### src/rtl/key_debounce_bank_if.sv
// Key bank signal bundle: raw key inputs in, debounced level and one-cycle strobes out.
interface key_debounce_bank_if #(
  parameter int N_KEYS = 4
);
  logic [N_KEYS-1:0] key_in;
  logic [N_KEYS-1:0] key_level;
  logic [N_KEYS-1:0] key_press;
  logic [N_KEYS-1:0] key_release;
  logic [N_KEYS-1:0] key_repeat;

  modport master (
    output key_in,
    input  key_level, key_press, key_release, key_repeat
  );

  modport slave (
    input  key_in,
    output key_level, key_press, key_release, key_repeat
  );
endinterface

### src/rtl/key_debounce_bank.sv
// N-key debouncer: 2-flop sync, stability filter, press/release strobes and optional auto-repeat.
// A clean input change reaches key_level STABLE_CYCLES+2 edges after first sampling; strobes are free-running, no backpressure.
module key_debounce_bank #(
  parameter int N_KEYS        = 4,
  parameter int STABLE_CYCLES = 1048575,
  parameter int ACTIVE_LOW    = 0,
  parameter int REPEAT_EN     = 1,
  parameter int HOLD_CYCLES   = 50000000,
  parameter int REPEAT_CYCLES = 10000000
) (
  input logic                clk,
  input logic                RESET,
  key_debounce_bank_if.slave kif
);
  localparam int CNT_W  = $clog2(STABLE_CYCLES);
  localparam int HC_MAX = (HOLD_CYCLES > REPEAT_CYCLES) ? HOLD_CYCLES : REPEAT_CYCLES;
  localparam int HC_W   = (HC_MAX > 1) ? $clog2(HC_MAX) : 1;

  localparam logic [CNT_W-1:0] CNT_MAX   = CNT_W'(STABLE_CYCLES - 1);
  localparam logic [HC_W-1:0]  HOLD_LAST = HC_W'(HOLD_CYCLES - 1);
  localparam logic [HC_W-1:0]  RPT_LAST  = HC_W'(REPEAT_CYCLES - 1);
  localparam logic             POL       = (ACTIVE_LOW != 0);

  typedef enum logic [1:0] {ST_IDLE, ST_HOLD, ST_RPT} rpt_state_e;

  logic [N_KEYS-1:0] level_vec;
  logic [N_KEYS-1:0] press_vec;
  logic [N_KEYS-1:0] rel_vec;
  logic [N_KEYS-1:0] rep_vec;

  for (genvar i = 0; i < N_KEYS; i++) begin : g_key
    logic             s1_q, s1_d;
    logic             s2_q, s2_d;
    logic             prev_q, prev_d;
    logic [CNT_W-1:0] cnt_q, cnt_d;
    logic             level_q, level_d;
    logic             press_q, press_d;
    logic             rel_q, rel_d;

    always_comb begin
      s1_d    = kif.key_in[i] ^ POL;
      s2_d    = s1_q;
      prev_d  = s2_q;
      cnt_d   = cnt_q;
      level_d = level_q;
      press_d = 1'b0;
      rel_d   = 1'b0;
      // Any difference between consecutive synchronised samples restarts the window.
      if (s2_q != prev_q) begin
        cnt_d = '0;
      end else if (cnt_q != CNT_MAX) begin
        cnt_d = cnt_q + CNT_W'(1);
      end
      if ((s2_q == prev_q) && (cnt_q == CNT_MAX) && (s2_q != level_q)) begin
        level_d = s2_q;
        press_d = s2_q;
        rel_d   = ~s2_q;
      end
    end

    always_ff @(posedge clk or posedge RESET) begin
      if (RESET) begin
        s1_q    <= 1'b0;
        s2_q    <= 1'b0;
        prev_q  <= 1'b0;
        cnt_q   <= '0;
        level_q <= 1'b0;
        press_q <= 1'b0;
        rel_q   <= 1'b0;
      end else begin
        s1_q    <= s1_d;
        s2_q    <= s2_d;
        prev_q  <= prev_d;
        cnt_q   <= cnt_d;
        level_q <= level_d;
        press_q <= press_d;
        rel_q   <= rel_d;
      end
    end

    assign level_vec[i] = level_q;
    assign press_vec[i] = press_q;
    assign rel_vec[i]   = rel_q;

    if (REPEAT_EN != 0) begin : g_rpt
      rpt_state_e      st_q, st_d;
      logic [HC_W-1:0] hc_q, hc_d;
      logic            rep_q, rep_d;

      always_comb begin
        st_d  = st_q;
        hc_d  = hc_q + HC_W'(1);
        rep_d = 1'b0;
        case (st_q)
          ST_IDLE: begin
            hc_d = '0;
            if (press_d) st_d = ST_HOLD;
          end
          ST_HOLD: begin
            if (hc_q == HOLD_LAST) begin
              st_d  = ST_RPT;
              hc_d  = '0;
              rep_d = 1'b1;
            end
          end
          ST_RPT: begin
            if (hc_q == RPT_LAST) begin
              hc_d  = '0;
              rep_d = 1'b1;
            end
          end
          default: begin
            st_d = ST_IDLE;
            hc_d = '0;
          end
        endcase
        // Release wins over a repeat falling due on the same edge.
        if (rel_d) begin
          st_d  = ST_IDLE;
          hc_d  = '0;
          rep_d = 1'b0;
        end
      end

      always_ff @(posedge clk or posedge RESET) begin
        if (RESET) begin
          st_q  <= ST_IDLE;
          hc_q  <= '0;
          rep_q <= 1'b0;
        end else begin
          st_q  <= st_d;
          hc_q  <= hc_d;
          rep_q <= rep_d;
        end
      end

      assign rep_vec[i] = rep_q;
    end else begin : g_no_rpt
      assign rep_vec[i] = 1'b0;
    end
  end

  assign kif.key_level   = level_vec;
  assign kif.key_press   = press_vec;
  assign kif.key_release = rel_vec;
  assign kif.key_repeat  = rep_vec;
endmodule
### src/flat_wrapper.sv
// flat-port wrapper written by rule: the top's interface ports become plain ports
module key_debounce_bank_flat 
#(
  parameter int N_KEYS        = 4,
  parameter int STABLE_CYCLES = 1048575,
  parameter int ACTIVE_LOW    = 0,
  parameter int REPEAT_EN     = 1,
  parameter int HOLD_CYCLES   = 50000000,
  parameter int REPEAT_CYCLES = 10000000
)
  (clk, RESET, kif_key_in, kif_key_level, kif_key_press, kif_key_release, kif_key_repeat);
  key_debounce_bank_if #(.N_KEYS(N_KEYS)) kif_i ();
  input logic clk;
  input logic RESET;
  input wire logic [$bits(kif_i.key_in)-1:0] kif_key_in;
  output wire logic [$bits(kif_i.key_level)-1:0] kif_key_level;
  output wire logic [$bits(kif_i.key_press)-1:0] kif_key_press;
  output wire logic [$bits(kif_i.key_release)-1:0] kif_key_release;
  output wire logic [$bits(kif_i.key_repeat)-1:0] kif_key_repeat;
  assign kif_i.key_in = kif_key_in;
  assign kif_key_level = kif_i.key_level;
  assign kif_key_press = kif_i.key_press;
  assign kif_key_release = kif_i.key_release;
  assign kif_key_repeat = kif_i.key_repeat;
  key_debounce_bank #(.N_KEYS(N_KEYS), .STABLE_CYCLES(STABLE_CYCLES), .ACTIVE_LOW(ACTIVE_LOW), .REPEAT_EN(REPEAT_EN), .HOLD_CYCLES(HOLD_CYCLES), .REPEAT_CYCLES(REPEAT_CYCLES)) u_core (.clk(clk), .RESET(RESET), .kif(kif_i));
endmodule
### config.mk
export PLATFORM = sky130hd
export DESIGN_NAME = key_debounce_bank_flat
export DESIGN_NICKNAME = d
export VERILOG_FILES = /design/src/rtl/key_debounce_bank_if.sv /design/src/rtl/key_debounce_bank.sv /design/src/flat_wrapper.sv
export SDC_FILE = /design/constraint.sdc
export NUM_CORES = 1
export LEC_CHECK = 0
export CORE_MARGIN = 3
export CORE_UTILIZATION = 50
export CTS_CLUSTER_DIAMETER = 80
export DETAILED_ROUTE_END_ITERATION = 16
export GPL_ROUTABILITY_DRIVEN = 1
export PLACE_DENSITY = 0.73
export SKIP_LAST_GASP = 1
export SLEW_MARGIN = 40
export SYNTH_ARGS = -nofsm -noshare
export SYNTH_HDL_FRONTEND = slang
export SYNTH_SLANG_ARGS = --single-unit
### constraint.sdc
create_clock -name clk -period 18.25 [get_ports clk]
set_input_delay 3.65 -clock clk [delete_from_list [all_inputs] [get_ports clk]]
set_output_delay 3.65 -clock clk [all_outputs]
set_load 0.02 [all_outputs]
==> results of run 1 <==
per-layer routing:
metal,wire length (um),up-vias
li1,-,4164
met1,10400,4138
met2,10200,129
met3,831,24
met4,299,0
met5,0,-
power by group:
part | internal, mW | switching [mW]
combinational | 0.00903 | 0.0230
sequential | 0.494 | 0.00824
clock | 0.277 | 0.192
total | 0.780 | 0.223
metrics by stage:
stage	utilization (%)	setup WS [ns]	instances
2_1_floorplan	-	8.58	1183
3_3_place_gp	53.3	12.26	1448
3_5_place_dp	53.5	12.73	1448
4_1_cts	57.0	13.01	1491
5_1_grt	57.1	12.96	1492
6_report	57.1	13.02	1492
synth_stat cells (all sizes together), types with 4 or more instances:
cell type,count,share of area (%)
nor3,28,1.2
nand4,51,2.8
nand3b,4,0.26
nor4b,5,0.38
inv,48,1.6
nor2,212,7.0
buf,24,1.5
and4,20,1.5
nand2,78,2.6
xor2,78,6.0
a31o,4,0.31
and2,7,0.38
o2111ai,8,0.62
a211oi,20,1.4
o211ai,12,0.96
nor4bb,4,0.35
or4,17,1.2
a21oi,20,0.88
nand3,66,2.9
and3,21,1.2
ha,28,3.1
or4b,5,0.44
or2,4,0.22
or3,8,0.44
xnor2,82,6.3
nor4,24,1.4
mux2i,4,0.35
o31a,5,0.38
clkbuf,21,0.69
o21ai,19,0.83
dfrtp,220,48
worst paths after layout:
| kind | startpoint | end | slack (ns) | cells past startpoint |
|---|---|---|---|---|
| max in group asynchronous | RESET | u_core.g_key[1].cnt_q[4] | 13.44 | 3 |
| worst min register to register | u_core.g_key[3].s1_q | u_core.g_key[3].prev_d | 0.34 | 0 |
| min in group asynchronous | RESET | u_core.g_key[1].s1_q | 3.68 | 2 |
| worst max-delay path | u_core.g_key[1].level_q | kif_key_level[1] | 13.02 | 1 |
| worst max register to register | u_core.g_key[2].cnt_q[0] | u_core.g_key[2].g_rpt.hc_q[23] | 15.40 | 7 |
| worst min-delay path | u_core.g_key[3].s1_q | u_core.g_key[3].prev_d | 0.34 | 0 |
cell families after synthesis:
group           count (synthesis)  synth area share (%)
compound gates                116                  7.41
xor+xnor                      160                  12.3
fa+ha+maj                      28                  3.07
buf+inv                        93                  3.79
flops                         220                  48.3
mux                             4                 0.351
simple gates                  562                  24.8
area by class of cell:
type	instances	area (um2)
multi-input cells	870	5510
repair buffers	31	287
inverters	48	193
clock inverters	8	72.6
well taps	280	350
fillers	1880	9490
flip-flops and latches	220	5510
clock buffers	35	693
sequential cells by signal, summed over array words and instances, names as in the netlist:
register,cells
u_core.g_key.g_rpt.hc_q,104
u_core.g_key.cnt_q,80
u_core.g_key.g_rpt.st_q,8
u_core.g_key.g_rpt.rep_q,4
u_core.g_key.level_q,4
u_core.g_key.press_q,4
u_core.g_key.prev_d,4
u_core.g_key.prev_q,4
u_core.g_key.rel_q,4
u_core.g_key.s1_q,4
==> results.rst, run 1 <==
.. list-table::
   :header-rows: 1

   * - Metric
     - Value
   * - Result of the run
     - complete, no violations
   * - Unrepaired setup endpoints after global routing
     - no
   * - # clock sinks
     - 220
   * - CTS Root Buffer Type
     - sky130_fd_sc_hd__clkbuf_16
   * - Total wire length
     - 21,800 um
   * - Fmax achieved
     - 191 MHz
   * - Met3 global-route usage
     - 2.34%
   * - Total clock buffers created by CTS
     - 25
   * - Global routing met2 resource utilization
     - 29.4%
   * - Power density normalized to cell area
     - 79.6 nW/um2
   * - Cell count after synthesis
     - 1,183
   * - Die Y-Extent
     - 157 um
   * - Final TNS setup
     - 0 ns
   * - Final-report hold violation count
     - 0
   * - H-tree levels
     - 1
   * - Width of the die
     - 157 um
   * - Clock tree from TritonCTS
     - yes
   * - Sequential-to-total area share from yosys stat
     - 48.3%
   * - DR WL/cell
     - 14.6 um
   * - Number of max-capacitance violations reported
     - 0
   * - Number of nets in the final layout
     - 1,230
   * - Post-synthesis area per instance
     - 9.63 um2
   * - Leakage power total
     - 4.86 nW
   * - PortBufs
     - 21
   * - Area of the die
     - 24,600 um2
   * - Number of resized instances in the post-cts repair step
     - 0
   * - Hold Worst Slack
     - 0.341 ns
   * - Initial cell density of the core
     - 51.6%
   * - Max-slew violation count
     - 0
   * - Top Usage Layer GRT
     - met2
   * - Count of distinct cell types in the synthesized netlist
     - 62
   * - Most common cell after layout, fill and taps aside
     - sky130_fd_sc_hd__dfrtp_1
   * - Area growth from synthesis to final layout
     - 10.6%
   * - Max stage delay cell, worst path
     - sky130_fd_sc_hd__clkdlybuf4s50_1
   * - Fraction of layout cells with a size suffix above 1
     - 6.02%
   * - Overflow left after global routing
     - 0
   * - Clock transition at the registers of the reported paths
     - 0.06 ns
   * - Skew-Pair Late Insertion Delay
     - 0.51 ns
   * - Via count of the first global-routing pass
     - 8,208
   * - Clock period minus final worst setup slack
     - 5.23 ns
   * - Critical path arrival
     - 1.58 ns
   * - Core area
     - 22,100 um2
   * - Wire length of the first global-routing pass
     - 38,100 um
   * - Worst-path fanout max
     - 6
   * - Placed inst area
     - 11,800 um2
   * - Post-CTS Hold Fix Bufs
     - 0
   * - Synthesis warning total
     - 0
   * - Delay of the slowest cell on the worst path
     - 0.64 ns
   * - Total half-perimeter wirelength after legalization and detailed placement
     - 14,300 um
   * - Family with the most delay on the worst path
     - buffers and inverters
   * - Post-Syn Area
     - 11,400 um2
   * - Finished Cell Area
     - 12,600 um2
   * - Number of nets in the synthesized netlist
     - 1,217
   * - Ports
     - 22
   * - Max-slew headroom
     - 47.6%
   * - Final number of setup-violating endpoints
     - 0
   * - Classification of the worst setup path
     - flop to output pin
   * - Global routing met1 resource utilization
     - 25.5%
   * - Antenna violations before repair
     - 0
   * - Antenna-violating nets left
     - 0
   * - Final weighted congestion of routability-driven global placement
     - 0.810
   * - Setup Fix Bufs, Post-CTS
     - 0
   * - Actual transition at the worst max-transition pin
     - 0.779 ns
   * - Ys async rst share
     - 100%
   * - GRT Total Usage
     - 17.9%
   * - Crit path capture type
     - output pin
   * - Most frequent cells in the layout
     - sky130_fd_sc_hd__dfrtp_1, sky130_fd_sc_hd__nor2_1, sky130_fd_sc_hd__xnor2_1, sky130_fd_sc_hd__xor2_1, sky130_fd_sc_hd__nand2_1
   * - Routed via count divided by cell count
     - 5.67
   * - Kind of launch point of the worst setup path
     - flop
   * - Total via count after detailed routing
     - 8,455
   * - Main flop type after synthesis
     - sky130_fd_sc_hd__dfrtp_1
   * - Std-Cell Rows
     - 54
   * - Power consumption
     - 1.00 mW
   * - Post-synth EDFFs
     - 0
   * - Count of buffering cells on the critical path with inverters included
     - 1
   * - Pin count of the biggest net entering global routing
     - 140
   * - Final period util
     - 28.6%
   * - Data required time at the worst endpoint
     - 14.60 ns
   * - CP Cell Sequence
     - clkdlybuf4s50_1
   * - Max Root-Sink Buffers
     - 3
   * - Worst vdd rail ir drop
     - 48.7 uV
   * - Antenna Diode Count
     - 0
   * - Worst hold path type
     - flop to flop
   * - Starting DRC count in detailed routing
     - 685
   * - Count of state elements after synthesis
     - 220
   * - Pre-antenna DRT Iters
     - 5
   * - Remaining design rule violation count
     - 0
   * - Final Skew
     - 0.00934 ns
Power figures use the tool's default switching activity.
==> run 2: changes to the inputs <==
- clock period: 18.25 -> 5.4 ns (I/O delays scaled with it)
==> run 2 against run 1 <==
Against the previous run:
- clock skew grew 0.0075 ns
- setup slack lost 10 ns
- sequential cell count is the same
- via count grew 0.14%
- routed wire length shrank 0.99%
- global-route usage grew 0.097 points
- critical path depth grew 4
- clock power grew to 3.8 times the previous value
- sequential power grew to 3.4 times the previous value
==> results.rst, run 2 (synthesized netlist as in run 1, its figures left out) <==
.. list-table::
   :header-rows: 1

   * - Metric
     - Value
   * - Kind of launch point of the worst setup path
     - flop
   * - Max-slew violation count
     - 0 (unchanged)
   * - Wire length of the first global-routing pass
     - 38,400 um (+0.71%)
   * - Worst vdd rail ir drop
     - 201 uV (+310%)
   * - Actual transition at the worst max-transition pin
     - 0.769 ns (-0.0101 ns)
   * - Antenna violations before repair
     - 0 (unchanged)
   * - Final Skew
     - 0.0168 ns (+0.00749 ns)
   * - Final period util
     - 52.0%
   * - Count of buffering cells on the critical path with inverters included
     - 0 (-1)
   * - DR WL/cell
     - 14.5 um (-0.92%)
   * - Met3 global-route usage
     - 2.78% (+0.44 points)
   * - Post-CTS Hold Fix Bufs
     - 0 (unchanged)
   * - Unrepaired setup endpoints after global routing
     - no
   * - # clock sinks
     - 220 (unchanged)
   * - Crit path capture type
     - flop
   * - Final TNS setup
     - 0 ns (unchanged)
   * - PortBufs
     - 21 (unchanged)
   * - Number of max-capacitance violations reported
     - 0 (unchanged)
   * - Regs by FF count
     - u_core.g_key.g_rpt.hc_q x104, u_core.g_key.cnt_q x80, u_core.g_key.g_rpt.st_q x8
   * - Critical path arrival
     - 3.18 ns (+1.60 ns)
   * - Total wire length
     - 21,600 um (-0.99%)
   * - Final number of setup-violating endpoints
     - 0 (unchanged)
   * - Number of nets in the final layout
     - 1,229 (-0.081%)
   * - Routed via count divided by cell count
     - 5.68 (+0.21%)
   * - Max Root-Sink Buffers
     - 3 (unchanged)
   * - GRT Total Usage
     - 18.0% (+0.097 points)
   * - Result of the run
     - complete, no violations
   * - Ports
     - 22 (unchanged)
   * - H-tree levels
     - 1 (unchanged)
   * - Core area
     - 22,100 um2 (unchanged)
   * - Most frequent cells in the layout
     - sky130_fd_sc_hd__dfrtp_1, sky130_fd_sc_hd__nor2_1, sky130_fd_sc_hd__xnor2_1, sky130_fd_sc_hd__xor2_1, sky130_fd_sc_hd__nand2_1
   * - Starting DRC count in detailed routing
     - 565 (-18%)
   * - Family with the most delay on the worst path
     - simple AND/OR/NAND/NOR gates
   * - Skew-Pair Late Insertion Delay
     - 0.52 ns (about the same)
   * - Final-report hold violation count
     - 0 (unchanged)
   * - Classification of the worst setup path
     - flop to flop
   * - Delay of the slowest cell on the worst path
     - 0.73 ns (+0.09 ns)
   * - Most common cell after layout, fill and taps aside
     - sky130_fd_sc_hd__dfrtp_1
   * - Clock transition at the registers of the reported paths
     - 0.06 ns (about the same)
   * - Worst hold path type
     - flop to flop
   * - Worst Slack Setup Final
     - 2.59 ns (-10.43 ns)
   * - Final weighted congestion of routability-driven global placement
     - 0.815 (+0.67%)
   * - Remaining design rule violation count
     - 0 (unchanged)
   * - Max stage delay cell, worst path
     - sky130_fd_sc_hd__nor4_2
   * - Antenna Diode Count
     - 0 (unchanged)
   * - Power consumption
     - 3.57 mW (+260%)
   * - Fmax achieved
     - 356 MHz
   * - Via count of the first global-routing pass
     - 8,308 (+1.2%)
   * - Std-Cell Rows
     - 54 (unchanged)
   * - Data required time at the worst endpoint
     - 5.77 ns (-8.83 ns)
   * - Number of resized instances in the post-cts repair step
     - 0 (unchanged)
   * - Pin count of the biggest net entering global routing
     - 162 (+16%)
   * - Layout Cells excl Fill
     - 1,491 (-0.067%)
   * - Clock period minus final worst setup slack
     - 2.81 ns
   * - Worst-path fanout max
     - 26 (+20)
   * - CP Cell Sequence
     - nand4_1 -> nor4_2 -> nand3_1 -> o221ai_4 -> nor2_1
   * - Initial cell density of the core
     - 51.6% (unchanged)
   * - Global routing met1 resource utilization
     - 25.6% (+0.11 points)
   * - Top Usage Layer GRT
     - met2
   * - Antenna-violating nets left
     - 0 (unchanged)
   * - Pre-antenna DRT Iters
     - 5 (unchanged)
   * - Total half-perimeter wirelength after legalization and detailed placement
     - 14,100 um (-1.8%)
   * - Total clock buffers created by CTS
     - 24 (-4.0%)
   * - Max-slew headroom
     - 48.3% (+0.68 points)
   * - Area growth from synthesis to final layout
     - 11.7%
   * - Leakage power total
     - 4.93 nW (+1.5%)
   * - Register with the most flip-flops
     - u_core.g_key.g_rpt.hc_q
   * - Total via count after detailed routing
     - 8,467 (+0.14%)
   * - CTS Root Buffer Type
     - sky130_fd_sc_hd__clkbuf_16
   * - Number of flip-flops under the largest register name
     - 104 (unchanged)
   * - Fraction of layout cells with a size suffix above 1
     - 6.44% (+0.42 points)
   * - Power density normalized to cell area
     - 280 nW/um2 (+250%)
   * - Overflow left after global routing
     - 0 (unchanged)
   * - Placed cell count
     - 1,448 (unchanged)
   * - DP Worst Slack
     - 2.61 ns (-10.12 ns)
   * - Hold Worst Slack
     - 0.344 ns (+0.00336 ns)
   * - Area of the die
     - 24,600 um2 (unchanged)
   * - Setup Fix Bufs, Post-CTS
     - 0 (unchanged)
   * - Die Y-Extent
     - 157 um (unchanged)
   * - Clock tree from TritonCTS
     - yes
   * - Global routing met2 resource utilization
     - 29.2% (-0.22 points)
   * - Width of the die
     - 157 um (unchanged)
==> run 2: cell types whose count changed in the layout (fill, tap and decap cells not counted), moves of 2 or more <==
cell                        previous run  this run
sky130_fd_sc_hd__bufinv_16             1         5
sky130_fd_sc_hd__clkbuf_1              7         1
sky130_fd_sc_hd__clkbuf_8              3         1
sky130_fd_sc_hd__clkinv_2              4         6
==> run 2: path summary, 6_finish.rpt <==
path                                           start                             end  slack, ns  cells past startpoint
max                        u_core.g_key[2].cnt_q[14]   u_core.g_key[2].g_rpt.hc_q[6]       2.59                      5
min                             u_core.g_key[2].s1_q          u_core.g_key[2].prev_d       0.34                      0
max reg2reg                u_core.g_key[2].cnt_q[14]   u_core.g_key[2].g_rpt.hc_q[6]       2.59                      5
min reg2reg                     u_core.g_key[2].s1_q          u_core.g_key[2].prev_d       0.34                      0
max in group asynchronous                      RESET  u_core.g_key[0].g_rpt.hc_q[14]       3.57                      4
min in group asynchronous                      RESET   u_core.g_key[2].g_rpt.hc_q[3]       0.99                      3
==> run 2: stage by stage <==
step	util [%]	area, um2
final	57.6	12700
after global routing	57.6	12700
after CTS	57.4	12700
after detailed placement	53.6	11800
after global placement	53.3	11800
after floorplan	-	11400
==> run 2: final cells by class <==
cell class	instances	area [um2]
clock buffer	27	643
clock inverter	15	213
multi-input combinational	870	5510
tap	280	350
fill	1869	9370
sequential	220	5510
inverter	48	184
timing repair buffer	31	318
==> run 2: worst reg2reg max path, stage by stage (launching register included) <==
cell and delay [ns]:
sky130_fd_sc_hd__dfrtp_1 0.41, sky130_fd_sc_hd__nand4_1 0.21, sky130_fd_sc_hd__nor4_2 0.73, sky130_fd_sc_hd__nand3_1 0.46, sky130_fd_sc_hd__o221ai_4 0.71, sky130_fd_sc_hd__nor2_1 0.14
==> run 2: metal layers <==
metal	vias to the layer above	wire (um)
met5	-	0
met4	0	429
met3	27	781
met2	127	10000
met1	4149	10300
li1	4164	-
==> run 2: report_power, final <==
group	switching [mW]	internal, mW
registers	0.0267	1.67
clock network	0.664	1.10
logic	0.0781	0.0334
==> run 3: changes to the inputs <==
- clock period: 5.4 -> 2.74 ns (I/O delays scaled with it)
==> run 3 against run 2 <==
Against the previous run:
- routed wire length shrank 1.6%
- clock skew is 0.0015 ns higher
- total power increased by 95%
- sequential cell count stayed put
- fmax rose by 13%
- critical path depth grew 1
- setup slack got worse by 2.3 ns
- final area rose by 0.74%
- core utilization rose by 0.42 points
- combinational power up 96%
- critical endpoint is now u_core.g_key[2].g_rpt.hc_q[24]
==> results.rst, run 3 (synthesized netlist as in run 1, its figures left out) <==
.. list-table::
   :header-rows: 1

   * - Metric
     - Value
   * - Max-slew headroom
     - 49.7% (+1.4 points)
   * - Switching part of the total power
     - 21.3% (-0.25 points)
   * - Most common cell after layout, fill and taps aside
     - sky130_fd_sc_hd__dfrtp_1
   * - Number of resized instances in the post-cts repair step
     - 0 (unchanged)
   * - Placed cell count
     - 1,466 (+1.2%)
   * - Width of the die
     - 157 um (unchanged)
   * - Multi-input gate area
     - 5460 um2 (-0.91%)
   * - Starting DRC count in detailed routing
     - 476 (-16%)
   * - Pre-antenna DRT Iters
     - 5 (unchanged)
   * - Max-slew violation count
     - 0 (unchanged)
   * - Ports
     - 22 (unchanged)
   * - Combinational share of power
     - 3.2% (about the same)
   * - Via count of the first global-routing pass
     - 8,213 (-1.1%)
   * - Core area
     - 22,100 um2 (unchanged)
   * - Classification of the worst setup path
     - flop to flop
   * - Pin count of the biggest net entering global routing
     - 111 (-31%)
   * - Share of power burned in the clock network
     - 48.7% (-0.6 points)
   * - FILL cells
     - 1,846 (-1.2%)
   * - Max stage delay cell, worst path
     - sky130_fd_sc_hd__or4b_2
   * - Crit path capture type
     - flop
   * - Total wire length
     - 21,200 um (-1.6%)
   * - Power consumption
     - 6.95 mW (+95%)
   * - CTS Root Buffer Type
     - sky130_fd_sc_hd__clkbuf_16
   * - Family with the most delay on the worst path
     - simple AND/OR/NAND/NOR gates
   * - Critical R2R Launch
     - u_core.g_key[2].g_rpt.hc_q[16]
   * - H-tree levels
     - 1 (unchanged)
   * - Total half-perimeter wirelength after legalization and detailed placement
     - 14,200 um (+0.92%)
   * - Number of max-capacitance violations reported
     - 0 (unchanged)
   * - # clock sinks
     - 220 (unchanged)
   * - Delay of the slowest cell on the worst path
     - 0.64 ns (-0.09 ns)
   * - Kind of launch point of the worst setup path
     - flop
   * - DR WL/cell
     - 14.0 um (-2.9%)
   * - Actual transition at the worst max-transition pin
     - 0.752 ns (-0.0169 ns)
   * - Internal
     - 5.47 mW (+96%)
   * - Reg2Reg Depth
     - 6 (+1)
   * - Worst-path fanout max
     - 26 (unchanged)
   * - Final Skew
     - 0.0183 ns (+0.00149 ns)
   * - Post-CTS Hold Fix Bufs
     - 0 (unchanged)
   * - Final-report hold violation count
     - 0 (unchanged)
   * - CP Cell Sequence
     - or4b_2 -> nor4_1 -> a21boi_1 -> o221ai_2 -> buf_4 -> nor2_1
   * - GRT Total Usage
     - 17.7% (-0.32 points)
   * - Power dissipated by switching net loads
     - 1.48 mW (+93%)
   * - Worst hold path type
     - input port to async pin
   * - Number of nets in the final layout
     - 1,247 (+1.5%)
   * - Finished Cell Area
     - 12,800 um2 (+0.74%)
   * - Skew-Pair Late Insertion Delay
     - 0.51 ns (about the same)
   * - Leakage power total
     - 5.00 nW (+1.5%)
   * - Overflow left after global routing
     - 0 (unchanged)
   * - Power density normalized to cell area
     - 542 nW/um2 (+93%)
   * - Antenna Diode Count
     - 0 (unchanged)
   * - Critical path arrival
     - 2.88 ns (-0.30 ns)
   * - Final number of setup-violating endpoints
     - 0 (unchanged)
   * - Setup slack on the worst flop-to-flop path
     - 0.24 ns (-2.35 ns)
   * - Clock transition at the registers of the reported paths
     - 0.06 ns (about the same)
   * - Count of buffering cells on the critical path with inverters included
     - 1 (+1)
   * - Final period util
     - 91.1% (+39 points)
   * - Max Root-Sink Buffers
     - 3 (unchanged)
   * - Final core utilization
     - 58.0% (+0.42 points)
   * - Result of the run
     - complete, no violations
   * - Wire length of the first global-routing pass
     - 37,700 um (-1.6%)
   * - Worst r2r dst
     - u_core.g_key[2].g_rpt.hc_q[24]
   * - Area growth from synthesis to final layout
     - 12.5%
   * - Antenna violations before repair
     - 0 (unchanged)
   * - Final weighted congestion of routability-driven global placement
     - 0.815 (about the same)
   * - Clock period minus final worst setup slack
     - 2.50 ns (-0.313 ns)
   * - Regs by FF count
     - u_core.g_key.g_rpt.hc_q x104, u_core.g_key.cnt_q x80, u_core.g_key.g_rpt.st_q x8
   * - Total via count after detailed routing
     - 8,424 (-0.51%)
   * - Area of the die
     - 24,600 um2 (unchanged)
   * - Unrepaired setup endpoints after global routing
     - no
   * - Data required time at the worst endpoint
     - 3.13 ns (-2.64 ns)
   * - Clock tree from TritonCTS
     - yes
   * - Worst vdd rail ir drop
     - 449 uV (+120%)
   * - Antenna-violating nets left
     - 0 (unchanged)
   * - Fmax achieved
     - 401 MHz (+13%)
   * - Fraction of layout cells with a size suffix above 1
     - 7.47% (+1.0 points)
   * - Std-Cell Rows
     - 54 (unchanged)
   * - Layout Cells excl Fill
     - 1,511 (+1.3%)
   * - Setup Fix Bufs, Post-CTS
     - 0 (unchanged)
   * - Remaining design rule violation count
     - 0 (unchanged)
   * - Placed inst area
     - 12,000 um2 (+1.0%)
   * - Most frequent cells in the layout
     - sky130_fd_sc_hd__dfrtp_1, sky130_fd_sc_hd__nor2_1, sky130_fd_sc_hd__xnor2_1, sky130_fd_sc_hd__nand2_1, sky130_fd_sc_hd__xor2_1
   * - Initial cell density of the core
     - 51.6% (unchanged)
   * - Routed via count divided by cell count
     - 5.58 (-1.8%)
   * - Number of flip-flops under the largest register name
     - 104 (unchanged)
   * - Proportion of power drawn by flip-flops and latches
     - 48.1% (+0.6 points)
   * - Register area
     - 5510 um2 (unchanged)
   * - Die Y-Extent
     - 157 um (unchanged)
   * - PortBufs
     - 21 (unchanged)
   * - Total clock buffers created by CTS
     - 25 (+4.2%)
   * - Register with the most flip-flops
     - u_core.g_key.g_rpt.hc_q
## run 3: cell count changes in the layout (fill, tap and decap cells not counted), moves of 3 or more
cell,before,now
sky130_fd_sc_hd__buf_4,8,23
sky130_fd_sc_hd__clkbuf_8,1,6
sky130_fd_sc_hd__buf_12,1,4
sky130_fd_sc_hd__nor4_1,19,22
## run 3: layout make-up
type                    count  share of cell area, %
flip-flops and latches    220                   42.9
multi-input cells         870                   42.6
clock buffers              34                   5.61
repair buffers             48                   3.61
well taps                 280                   2.73
inverters                  48                   1.43
clock inverters            11                   1.05
## run 3: metal layers
layer | wire length (um) | global-route usage (%) | vias up
met5 | 0 | 0 | -
met4 | 393 | 3.92 | 0
met3 | 874 | 2.69 | 38
met2 | 9720 | 29.0 | 135
met1 | 10200 | 25.2 | 4048
li1 | - | - | 4203
## run 3: worst register-to-register path: cells and delay by family, from the launching register on
family	cells	cell delay (ns)
and+or+nand+nor	3	1.21
DFF	1	0.42
buffers and inverters	1	0.30
AOI/OAI and AO/OA	2	0.44
## run 3: through the flow
stage	TNS, ns	setup slack [ns]	hold WS [ns]
after floorplan	-148.74	-0.676	0.331
after CTS	0	0.263	0.283
after global routing	0	0.0243	0.294
after detailed placement	0	0.281	0.339
after global placement	0	0.339	0.331
final	0	0.243	0.299
## run 3: how the worst max path moves through the flow
stage / endpoint / cells after the start / start
after floorplan: u_core.g_key[0].cnt_q[0] / 1 / RESET
final: u_core.g_key[2].g_rpt.hc_q[24] / 6 / u_core.g_key[2].g_rpt.hc_q[16]
after detailed placement: u_core.g_key[3].g_rpt.st_q[0] / 5 / u_core.g_key[3].g_rpt.hc_q[18]
after global routing: u_core.g_key[2].g_rpt.hc_q[19] / 6 / u_core.g_key[2].g_rpt.hc_q[16]
after global placement: u_core.g_key[3].g_rpt.hc_q[5] / 6 / u_core.g_key[3].g_rpt.hc_q[18]
after CTS: u_core.g_key[2].g_rpt.hc_q[3] / 6 / u_core.g_key[2].g_rpt.hc_q[16]
## run 3: power groups by stage
stage                     Clock, mW  Combinational (mW)  Sequential [mW]
after floorplan                   0               0.156             3.39
after global placement            0               0.223             3.40
after detailed placement          0               0.227             3.40
after CTS                      3.49               0.228             3.34
after global routing           3.64               0.258             3.35
final                          3.39               0.220             3.34
